File: config.mk
export PLATFORM = sky130hd
export DESIGN_NAME = hs_syn_src_mc
export DESIGN_NICKNAME = d
export VERILOG_FILES = /design/src/rtl/hs_syn_src_mc.sv
export SDC_FILE = /design/constraint.sdc
export NUM_CORES = 1
export LEC_CHECK = 0
export CORE_MARGIN = 10
export CORE_UTILIZATION = 30
export DETAILED_ROUTE_END_ITERATION = 16
export PLACE_DENSITY = 0.45
export SLEW_MARGIN = 20
export SYNTH_ARGS = -nofsm -noshare
export SYNTH_HDL_FRONTEND = slang
export SYNTH_SLANG_ARGS = --single-unit
File: constraint.sdc
create_clock -name clkA -period 4 [get_ports clkA]
set_input_delay 0.8 -clock clkA [delete_from_list [all_inputs] [get_ports clkA]]
set_output_delay 0.8 -clock clkA [all_outputs]
set_load 0.01 [all_outputs]
File: src/rtl/hs_syn_src_mc.sv
// hs_syn_src_mc: per-channel event queues serialised round-robin onto one 4-phase req/ack handshake.
// Define HS_SYN_DROP_CNT_EN to add the 16-bit saturating drop_cnt output.
module hs_syn_src_mc #(
    parameter int CH       = 4,
    parameter int CNT_W    = 4,
    parameter int SYNC_STG = 2
) (
    input  logic                  clkA,
    input  logic                  resetA,
    input  logic [CH-1:0]         inA,
    input  logic                  ackB,
    output logic                  reqA,
    output logic [$clog2(CH)-1:0] chA,
    output logic                  busy,
    output logic [CH-1:0]         pend,
    output logic [CH-1:0]         ovf,
    input  logic [CH-1:0]         ovf_clr
`ifdef HS_SYN_DROP_CNT_EN
    ,
    output logic [15:0]           drop_cnt
`endif
);
    localparam int CW = $clog2(CH);
    typedef enum logic [1:0] {IDLE, REQ, REL} state_t;
    state_t r_state, w_state_nxt;
    logic [SYNC_STG-1:0] r_ack_sync;
    logic [CH-1:0] r_in_q, r_ovf, w_rise, w_dec, w_drop;
    logic [CNT_W-1:0] r_cnt [CH];
    logic [CW-1:0] r_ch, r_last, w_gnt_ch;
    logic [CW:0] w_idx;
    logic r_req, w_ack_s, w_grant;

    assign w_ack_s = r_ack_sync[SYNC_STG-1];
    assign w_rise  = inA & ~r_in_q;
    assign w_grant = (r_state == IDLE) && (|pend) && !w_ack_s;
    assign w_dec   = w_grant ? (CH'(1) << w_gnt_ch) : '0;
    assign reqA    = r_req;
    assign chA     = r_ch;
    assign busy    = r_state != IDLE;
    assign ovf     = r_ovf;

    // Scan downward so the closest pending channel after r_last wins.
    always_comb begin
        w_idx    = '0;
        w_gnt_ch = '0;
        for (int k = CH; k >= 1; k--) begin
            w_idx = {1'b0, r_last} + (CW+1)'(k);
            if (w_idx >= (CW+1)'(CH)) w_idx = w_idx - (CW+1)'(CH);
            if (pend[w_idx[CW-1:0]]) w_gnt_ch = w_idx[CW-1:0];
        end
    end

    always_comb begin
        pend   = '0;
        w_drop = '0;
        for (int i = 0; i < CH; i++) begin
            pend[i]   = |r_cnt[i];
            w_drop[i] = w_rise[i] && !w_dec[i] && (&r_cnt[i]);
        end
    end

    always_comb begin
        w_state_nxt = (r_state == IDLE && w_grant)  ? REQ  :
                      (r_state == REQ  && w_ack_s)  ? REL  :
                      (r_state == REL  && !w_ack_s) ? IDLE : r_state;
    end

    always_ff @(posedge clkA or negedge resetA) begin
        if (!resetA) begin
            r_state    <= IDLE;
            r_req      <= 1'b0;
            r_ch       <= '0;
            r_last     <= CW'(CH-1);
            r_ack_sync <= '0;
            r_in_q     <= '0;
            r_ovf      <= '0;
            for (int i = 0; i < CH; i++) r_cnt[i] <= '0;
        end else begin
            r_state    <= w_state_nxt;
            r_req      <= w_state_nxt == REQ;
            r_ack_sync <= {r_ack_sync[SYNC_STG-2:0], ackB};
            r_in_q     <= inA;
            r_ovf      <= w_drop | (r_ovf & ~ovf_clr);
            if (w_grant) begin
                r_ch   <= w_gnt_ch;
                r_last <= w_gnt_ch;
            end
            for (int i = 0; i < CH; i++) begin
                if (w_rise[i] && !w_dec[i] && !w_drop[i]) r_cnt[i] <= r_cnt[i] + 1'b1;
                else if (w_dec[i] && !w_rise[i]) r_cnt[i] <= r_cnt[i] - 1'b1;
            end
        end
    end

`ifdef HS_SYN_DROP_CNT_EN
    logic [15:0] r_drop;
    logic [16:0] w_drop_sum;
    assign w_drop_sum = {1'b0, r_drop} + 17'($countones(w_drop));
    assign drop_cnt   = r_drop;
    always_ff @(posedge clkA or negedge resetA) begin
        if (!resetA) r_drop <= '0;
        else r_drop <= w_drop_sum[16] ? 16'hFFFF : w_drop_sum[15:0];
    end
`endif
endmodule

Yosys cells after proc, flatten, opt, wreduce, memory -nomap -nowiden. Index checks and enable logic that the tools add are counted. Widths: inputs -> output; s select.

Register bits after elaboration: 33. Bits of input ports: 11. Memory bits (writable): 0. Memories: 0. ROM bits: 0. Logic and storage cells: 121. Latch bits: 0. Output and inout port bits: 12.

Muxes and demuxes: 28. Magnitude comparators: 8. Shift operators: 1. $mul: 0. Equal/unequal tests: 3. Reduce and logical (&&, ||, !) cells: 49. Add/sub/neg operators: 16. Div/mod/pow operators: 0. Bitwise logic cells: 5.

Operator list (count): $mux 4 (9); $mux 2 (11); $logic_and 1x1->1 (21); $add 4x1->4 const B (4); $reduce_and 4->1 (4); $reduce_or 16->1 (1); $reduce_or 4->1 (4); $sub 4x1->4 const B (4); $logic_not 1->1 (13); $ge 3x3->1 const B (4); $lt 2x3->1 const B (4); $reduce_bool 2->1 (5); $and 4x4->4 (2); $bmux 1 s2 (4); $not 4->4 (2); $sub 2x1->2 const B (4); $add 2x2->3 const B (2); $eq 2x1->1 const B (2); $mux 1 (4); $or 4x4->4 (1); $shl 1x2->4 const A (1); $add 2x1->3 const B (1); $add 2x3->3 const B (1); $eq 2x2->1 const B (1); $logic_not 2->1 (1).

Depth between registers and ports, before layout. Gate-level depths: netlist of run 1.

Depth after elaboration: 17. Gate-level depth with buffers: 13. Mapped depth without buffers: 13.

Worst setup path before layout of run 1. No wires, ideal clock.

Kind: register to register. From: reg r_cnt[5] (netlist name). To: reg r_cnt[3] (netlist name). Required time: 3920 ps. Path buffers: 2. Cell stages (with the launch flop): 14. Period minus slack after synthesis: 3102 ps. Arrival time: 3022 ps. Library setup time: 80 ps. Setup slack: 898 ps. Path through: dfrtp_1 -> or4_1 -> clkbuf_2 -> o221ai_1 -> a21oi_2 -> or3_1 -> buf_6 -> nand2_1 -> ha_1 -> a21o_1 -> a21oi_1 -> nor2b_1 -> a22oi_1 -> xnor2_1.

Word-level cells in the longest chain between the ends: 15. Elaborated cells between the ends (all ways): 26. Those cells by class: 1 x shift; 14 x mux; 11 x reduce/logical.

RTL lines: from (decl) (RTL line 28) `logic [CNT_W-1:0] r_cnt [CH];`; from (signal, indexed assignment) (RTL line 89) `if (w_rise[i] && !w_dec[i] && !w_drop[i]) r_cnt[i] <= r_cnt[i] + 1'b1;`; from (signal, indexed assignment) (RTL line 90) `else if (w_dec[i] && !w_rise[i]) r_cnt[i] <= r_cnt[i] - 1'b1;`; $reduce_or 4->1 * (RTL line 57) `pend[i] = |r_cnt[i];`; via pend[2] (RTL line 15) `output logic [CH-1:0] pend,`; $bmux 1 s2 (RTL line 49) `if (pend[w_idx[CW-1:0]]) w_gnt_ch = w_idx[CW-1:0];`; $mux 1 (not written as such) (RTL line 49); $mux 2 (3 in a row) (RTL line 49); $mux 2 * (RTL line 49); $shl 1x2->4 * (RTL line 36) `assign w_dec = w_grant ? (CH'(1) << w_gnt_ch) : '0;`; $mux 4 * (RTL line 36); $logic_not 1->1 (RTL line 58, 89); $logic_and 1x1->1 (RTL line 58, 89); $logic_and 1x1->1 (RTL line 58) `w_drop[i] = w_rise[i] && !w_dec[i] && (&r_cnt[i]);`; $logic_not 1->1 (RTL line 89); $logic_and 1x1->1 (RTL line 89); $mux 4 / $reduce_bool 2->1 (equally long branches).

Mark *: on every way through the listed nets, which the timed path passes. The rest lies on a longest branch. The select of a mux whose other input is x is not followed. A chain may end at the register's enable or synchronous reset.

Final worst setup path of run 1.
From: reg r_cnt[4] (netlist name). To: reg r_cnt[3] (netlist name).

Word-level cells in the longest chain between the ends: 15. Elaborated cells between the ends (all ways): 26. Those cells by class: 1 x shift; 14 x mux; 11 x reduce/logical.

RTL lines (RTL line): $reduce_or 4->1 (57); $bmux 1 s2 (49); $mux 1 (not written as such) (49); $mux 2 (4 in a row) (49); $shl 1x2->4 (36); $mux 4 * (36); $logic_not 1->1 (58, 89); $logic_and 1x1->1 (58, 89); $logic_and 1x1->1 (58); $logic_not 1->1 (89); $logic_and 1x1->1 (89); $mux 4 / $reduce_bool 2->1 (equally long branches).

Mark *: on every way between the ends. The rest lies on a longest branch, timed or not. The select of a mux whose other input is x is not followed.

==> results of run 1 <==
-- routing by layer --
layer,wire [µm],up-vias,global-route usage (%)
li1,-,615,-
met1,1610,634,9.76
met2,1860,23,13.4
met3,201,9,3.20
met4,75,0,4.36
met5,0,-,0
-- registers in the layout, indices dropped and copies added, names as in the netlist --
register	cells
reqA	1
r_in_q	4
r_state	2
r_cnt	16
r_last	2
chA	2
ovf	4
r_ack_sync	2
-- worst max-delay path by stage --
| stage | start | end | slack, ns |
|---|---|---|---|
| after floorplan | r_cnt[5] | r_cnt[3] | 0.90 |
| after global placement | r_cnt[8] | r_cnt[3] | 0.62 |
| after detailed placement | r_cnt[4] | r_cnt[3] | 0.59 |
| after CTS | r_cnt[4] | r_cnt[3] | 0.55 |
| after global routing | r_cnt[8] | r_cnt[3] | 0.20 |
| final | r_cnt[4] | r_cnt[3] | 0.59 |
-- metrics by stage --
stage	setup WS [ns]	power (µW)
CTS	0.550	1660
floorplan	0.898	1140
finish	0.589	1640
global route	0.200	1780
detailed placement	0.593	1370
global placement	0.619	1340
-- power by group through the flow --
| stage | Clock, µW | Combinational [µW] | Sequential [µW] |
|---|---|---|---|
| global route | 309 | 824 | 649 |
| detailed placement | 0 | 740 | 627 |
| global placement | 0 | 713 | 624 |
| CTS | 294 | 747 | 623 |
| floorplan | 0 | 531 | 606 |
| finish | 281 | 734 | 623 |
-- cells in the final DEF (no fill, tap or decap), types with 5 or more instances in the layout --
cell type / count
sky130_fd_sc_hd__a21o_1: 7
sky130_fd_sc_hd__a21oi_1: 8
sky130_fd_sc_hd__clkbuf_8: 7
sky130_fd_sc_hd__clkdlybuf4s50_1: 22
sky130_fd_sc_hd__dfrtp_1: 31
sky130_fd_sc_hd__ha_1: 8
sky130_fd_sc_hd__inv_1: 12
sky130_fd_sc_hd__mux2_2: 6
sky130_fd_sc_hd__nand2_1: 7
sky130_fd_sc_hd__xnor2_1: 5
sky130_fd_sc_hd__xor2_1: 8
-- worst max-delay path, delay by kind of cell (launching register included) --
kind,cells,cell delay [ns]
fa+ha+maj,1,0.25
simple gates,4,1.42
compound gates,5,1.07
xor+xnor,1,0.14
flops,1,0.45
-- logic make-up (layout without fill, tap and decap cells) --
logic type | Yosys count | after routing | synth area share, %
compound gates | 36 | 36 | 14.9
xor+xnor | 13 | 13 | 6.30
fa+ha+maj | 13 | 13 | 10.5
buf+inv | 16 | 44 | 4.29
flops | 33 | 33 | 45.8
mux | 10 | 10 | 6.02
simple gates | 34 | 34 | 12.2
-- layout make-up --
| cell class | count | area (µm²) | area share [%] |
|---|---|---|---|
| Clock buffer | 7 | 96.3 | 4.35 |
| Clock inverter | 1 | 5.00 | 0.226 |
| Inverter | 12 | 45.0 | 2.04 |
| Multi-Input combinational cell | 106 | 910 | 41.1 |
| Sequential cell | 33 | 828 | 37.4 |
| Tap cell | 75 | 93.8 | 4.24 |
| Timing Repair Buffer | 24 | 235 | 10.6 |
==> flow_summary.toml, run 1 <==
[outcome]
run_status = "finished, final reports clean"

[synthesis]
synth.yosys.warnings = 0
most_instantiated_flip_flop_cell_in_the_synthesis_netlist = "sky130_fd_sc_hd__dfrtp_1"
mappedNetlistArea_um2 = 1810
synth.cells.most_frequent = "sky130_fd_sc_hd__dfrtp_1 (31), sky130_fd_sc_hd__inv_1 (12), sky130_fd_sc_hd__a21oi_1 (8), sky130_fd_sc_hd__ha_1 (8), sky130_fd_sc_hd__xor2_1 (8)"
yosysTopAreaCellShare_pct = 42.9
synthesis.instances = 155
asyncSetResetFlopFracSynth_pct = 100
post_synth.cell_area_avg_um2 = 11.7
synth-seq-cells = 33
synth.largest_area_cell = "sky130_fd_sc_hd__dfrtp_1"
ys_types = 44
synth.yosys.seq_area_share_pct = 45.8
synthMostInstantiatedCell = "sky130_fd_sc_hd__dfrtp_1"
mappedNetlistNets = 178
cells_taking_the_most_area_after_synthesis = "sky130_fd_sc_hd__dfrtp_1 (43%), sky130_fd_sc_hd__ha_1 (5.5%), sky130_fd_sc_hd__fa_1 (4.4%)"
synth_enable_flop_cells = 0

[clock_network]
cts_hold_buffers = 0
tritoncts_clock_tree = "built"
cts_repair_resize_count = 0
post_cts.repair.setup_buffers = 0
htreeDepth = 2
clock_insertion_delay_worst_skew_ns = 0.29
cts-root-to-sink-buffers = 2
clkSinkCount = 33
path_clk_slew_ns = 0.07
cts-root-buf = "sky130_fd_sc_hd__clkbuf_8"
tritoncts_buffer_count = 5

[die]
ios = 23
die_height_um = 97.6
initial_core_util_pct = 30.7
rows = 28
die_area_um2 = 9530
dieWidth_um = 97.6
design.core.area_um2 = 5890

[placed_design]
dpl_cell_area_um2 = 2110
placedCellCount = 250
routabilityCongestion = 0.743
portBuffers = 22
hpwl_um = 2830

[final_layout]
net_count_reported_at_finish = 205
layout-area-overhead-vs-synth_pct = 22.4
drive_above_1_share_pct = 14.8
finalInstanceArea_um2 = 2210
utilization_pct = 37.6
antenna_cells = 0
layout.cells.non_filler = 258
final.fill_count = 584

[timing]
setup_repair_after_global_routing_missed_its_margin = "no"
max_freq_mhz = 293
timing.final.setup_violations = 0
fin_worst_skew_ns = 0.00339
timing_hold_violations_final = 0
finalSetupTns_ns = 0
max-slew-margin-rel_pct = 60.6
finalWorstPathRequiredPeriod_ns = 3.41
final_max_slew_viol_count = 0
worst_hold_slack_ns = 0.352
worst-slew-pin-transition_ns = 0.584
post_route_clock_period_utilization_pct = 85.3

[detailed_routing]
drt_iter0_drc = 59
routed_wire_length_per_instance_um = 14.5
dr_total_vias = 1281
drt_drc_violations_left = 0
first_pass_iters = 4
route.final.wire_length_um = 3750
vias_per_cell = 4.97
final_antenna_net_count = 0

[hold_path]
holdCritStartpoint = "r_ack_sync[0]"
worstHoldPathCells = 0
min_path_type = "reg -> reg"
worstHoldEndpoint = "r_ack_sync[1]"

[critical_path]
critical_path.slowest_cell = "sky130_fd_sc_hd__or4_1"
timing.rr.end = "r_cnt[3]"
arrival_worst_endpoint_ns = 3.62
crit_path_start_kind = "register"
required_time_reported_for_the_critical_path_endpoint_ns = 4.21
critPathMaxStageDelay_ns = 0.68
reg2reg_setup_slack_ns = 0.59
crit_path_end_kind = "register"
crit_type = "reg -> reg"
worst_r2r_path_depth = 11
worstPathCellList = "or4_1, o221ai_1, a21oi_2, or3_1, nand2_1, ha_1, a21o_1, a21oi_1, nor2b_1, a22oi_1, xnor2_1"
critPathMaxFanout = 6
r2r_start = "r_cnt[4]"

[power]
cellInternalPower_uw = 999
leakage_uw = 0.000913
clockPowerShare_pct = 17.1
power.ir.vdd_worst_mv = 0.256
p_sw_uw = 639
comb_power_share_pct = 44.8
cellPowerDensity_nw_per_um2 = 740
share_seq_of_total_power_pct = 38.0
power.share.switching_pct = 39.0

[run]
timing.max_cap.violations = 0

[grt]
global_route_wire_length_before_repair_um = 6650
grt_pass1_vias = 1364
grt_usage_pct = 8.49
globalRouteOverflowTotal = 0
grt_max_degree = 34
antenna_violations_before_repair = 0
No activity file was read; power rests on OpenSTA's default activity.
==> run 2: changes to the inputs <==
--- a/config.mk
+++ b/config.mk
@@ -9,6 +9,7 @@
 export CORE_UTILIZATION = 30
 export DETAILED_ROUTE_END_ITERATION = 16
 export PLACE_DENSITY = 0.45
+export RECOVER_POWER = 100
 export SLEW_MARGIN = 20
 export SYNTH_ARGS = -nofsm -noshare
 export SYNTH_HDL_FRONTEND = slang
==> run 2 against run 1 <==
Compared with the run above:
- the run now ends with capacitance limit, slew limit left
- register-to-register slack gained 0.02 ns
- die area is the same
- clock skew shrank 0.0011 ns
- first-iteration DRC count grew 8.5%
- sequential cell count is the same
- via count shrank 0.31%
- clock-buffer cell count is the same
- cell count is the same
- maximum frequency grew 0.48%
- clock power is essentially flat
- non-clock buffer count is the same
- largest power group unchanged
- highest routed layer unchanged
==> flow_summary.toml, run 2 (synthesis results as in run 1) <==
[detailed_routing]
final_antenna_net_count = 0
first_pass_iters = 4
routed_wire_length_per_instance_um = 14.5
drt_drc_violations_left = 0
drt_iter0_drc = 64
vias_per_cell = 4.95
dr_total_vias = 1277
route.final.wire_length_um = 3750

[final_layout]
net_count_reported_at_finish = 205
antenna_cells = 0
mostFrequentLayoutCell = "sky130_fd_sc_hd__dfrtp_1"
drive_above_1_share_pct = 13.1
layout-area-overhead-vs-synth_pct = 21.7
final_cell_mix = "sky130_fd_sc_hd__dfrtp_1 (31), sky130_fd_sc_hd__dlygate4sd3_1 (18), sky130_fd_sc_hd__inv_1 (12)"
largest_register_ffs = 16
top_register = "r_cnt"

[grt]
global_route_wire_length_before_repair_um = 6650
grt_pass1_vias = 1364
grt_usage_pct = 8.49
antenna_violations_before_repair = 0
globalRouteOverflowTotal = 0
grt_max_degree = 34

[clock_network]
cts-root-to-sink-buffers = 2
tritoncts_buffer_count = 5
post_cts.repair.setup_buffers = 0
tritoncts_clock_tree = "built"
path_clk_slew_ns = 0.07
clkSinkCount = 33
clock_insertion_delay_worst_skew_ns = 0.29
cts_hold_buffers = 0
htreeDepth = 2
cts_repair_resize_count = 0
cts-root-buf = "sky130_fd_sc_hd__clkbuf_8"

[power]
leakage_uw = 0.000912
total_power_uw = 1610
power.ir.vdd_worst_mv = 0.256
cellPowerDensity_nw_per_um2 = 733

[timing]
timing_hold_violations_final = 0
max_freq_mhz = 295
timing.final.setup_violations = 0
max-slew-margin-rel_pct = -19.6
finalSetupTns_ns = 0
final_max_slew_viol_count = 34
post_route_clock_period_utilization_pct = 84.9
setup_repair_after_global_routing_missed_its_margin = "no"
worst-slew-pin-transition_ns = 1.79
finalWorstPathRequiredPeriod_ns = 3.40
fin_worst_skew_ns = 0.00231

[die]
design.core.area_um2 = 5890
rows = 28
ios = 23
dieWidth_um = 97.6
die_height_um = 97.6
die_area_um2 = 9530
initial_core_util_pct = 30.7

[hold_path]
min_path_type = "reg -> reg"

[placed_design]
portBuffers = 22
hpwl_um = 2830
routabilityCongestion = 0.743

[outcome]
violations = "capacitance limit, slew limit"
run_status = "finished, violations left"

[critical_path]
arrival_worst_endpoint_ns = 3.61
critical_path.slowest_cell = "sky130_fd_sc_hd__or4_1"
crit_path_start_kind = "register"
required_time_reported_for_the_critical_path_endpoint_ns = 4.21
critPathMaxFanout = 6
critPathMaxStageDelay_ns = 0.67
crit_path_end_kind = "register"
worstPathCellList = "or4_1, o221ai_1, a21oi_2, or3_1, nand2_1, ha_1, a21o_1, a21oi_1, nor2b_1, a22oi_1, xnor2_1"
crit_type = "reg -> reg"

[run]
timing.max_cap.violations = 1
-- run 2: per-layer routing --
layer / up-vias / GRT usage, % / wire length (µm)
met5: - / 0 / 0
met4: 0 / 4.36 / 75
met3: 9 / 3.20 / 212
met2: 25 / 13.4 / 1850
met1: 627 / 9.76 / 1610
li1: 616 / - / -
-- run 2: final cells by class --
cell class,instances,area [µm²]
Timing Repair Buffer,24,228
Sequential cell,33,828
Inverter,12,45.0
Multi-Input combinational cell,106,903
Clock inverter,1,5.00
Tap cell,75,93.8
Clock buffer,7,96.3
Fill cell,590,3690
-- run 2: metrics by stage --
| step | std cells | hold slack [ns] | cell area, µm² | setup WS [ns] | util, % |
|---|---|---|---|---|---|
| finish | 258 | 0.354 | 2200 | 0.605 | 37.4 |
| floorplan | 155 | 0.331 | 1810 | 0.898 | - |
| CTS | 258 | 0.356 | 2210 | 0.550 | 37.6 |
| global route | 258 | 0.359 | 2200 | 0.216 | 37.4 |
| detailed placement | 250 | 0.340 | 2110 | 0.593 | 35.9 |
| global placement | 250 | 0.332 | 2110 | 0.619 | 35.9 |
-- run 2: final timing paths --
kind / startpoint / endpoint / slack (ns) / depth (start not counted)
max: r_cnt[4] / r_cnt[3] / 0.60 / 11
min: r_ack_sync[0] / r_ack_sync[1] / 0.35 / 0
max in group asynchronous: resetA / ovf[1] / 1.43 / 2
max reg2reg: r_cnt[4] / r_cnt[3] / 0.60 / 11
min reg2reg: r_ack_sync[0] / r_ack_sync[1] / 0.35 / 0
min in group asynchronous: resetA / reqA / 1.53 / 2
-- run 2: report_power, final --
part | total (µW) | internal [µW] | switching (µW)
sequential | 622 | 472 | 150
combinational | 710 | 353 | 357
clock | 280 | 156 | 125
-- run 2: critical path: cells and delay by family (launching register included) --
kind	cells	cell delay, ns
AO/OA/AOI/OAI	5	1.06
XOR/XNOR	1	0.14
adder cells (fa/ha/maj)	1	0.25
flip-flops	1	0.45
AND/OR/NAND/NOR	4	1.41
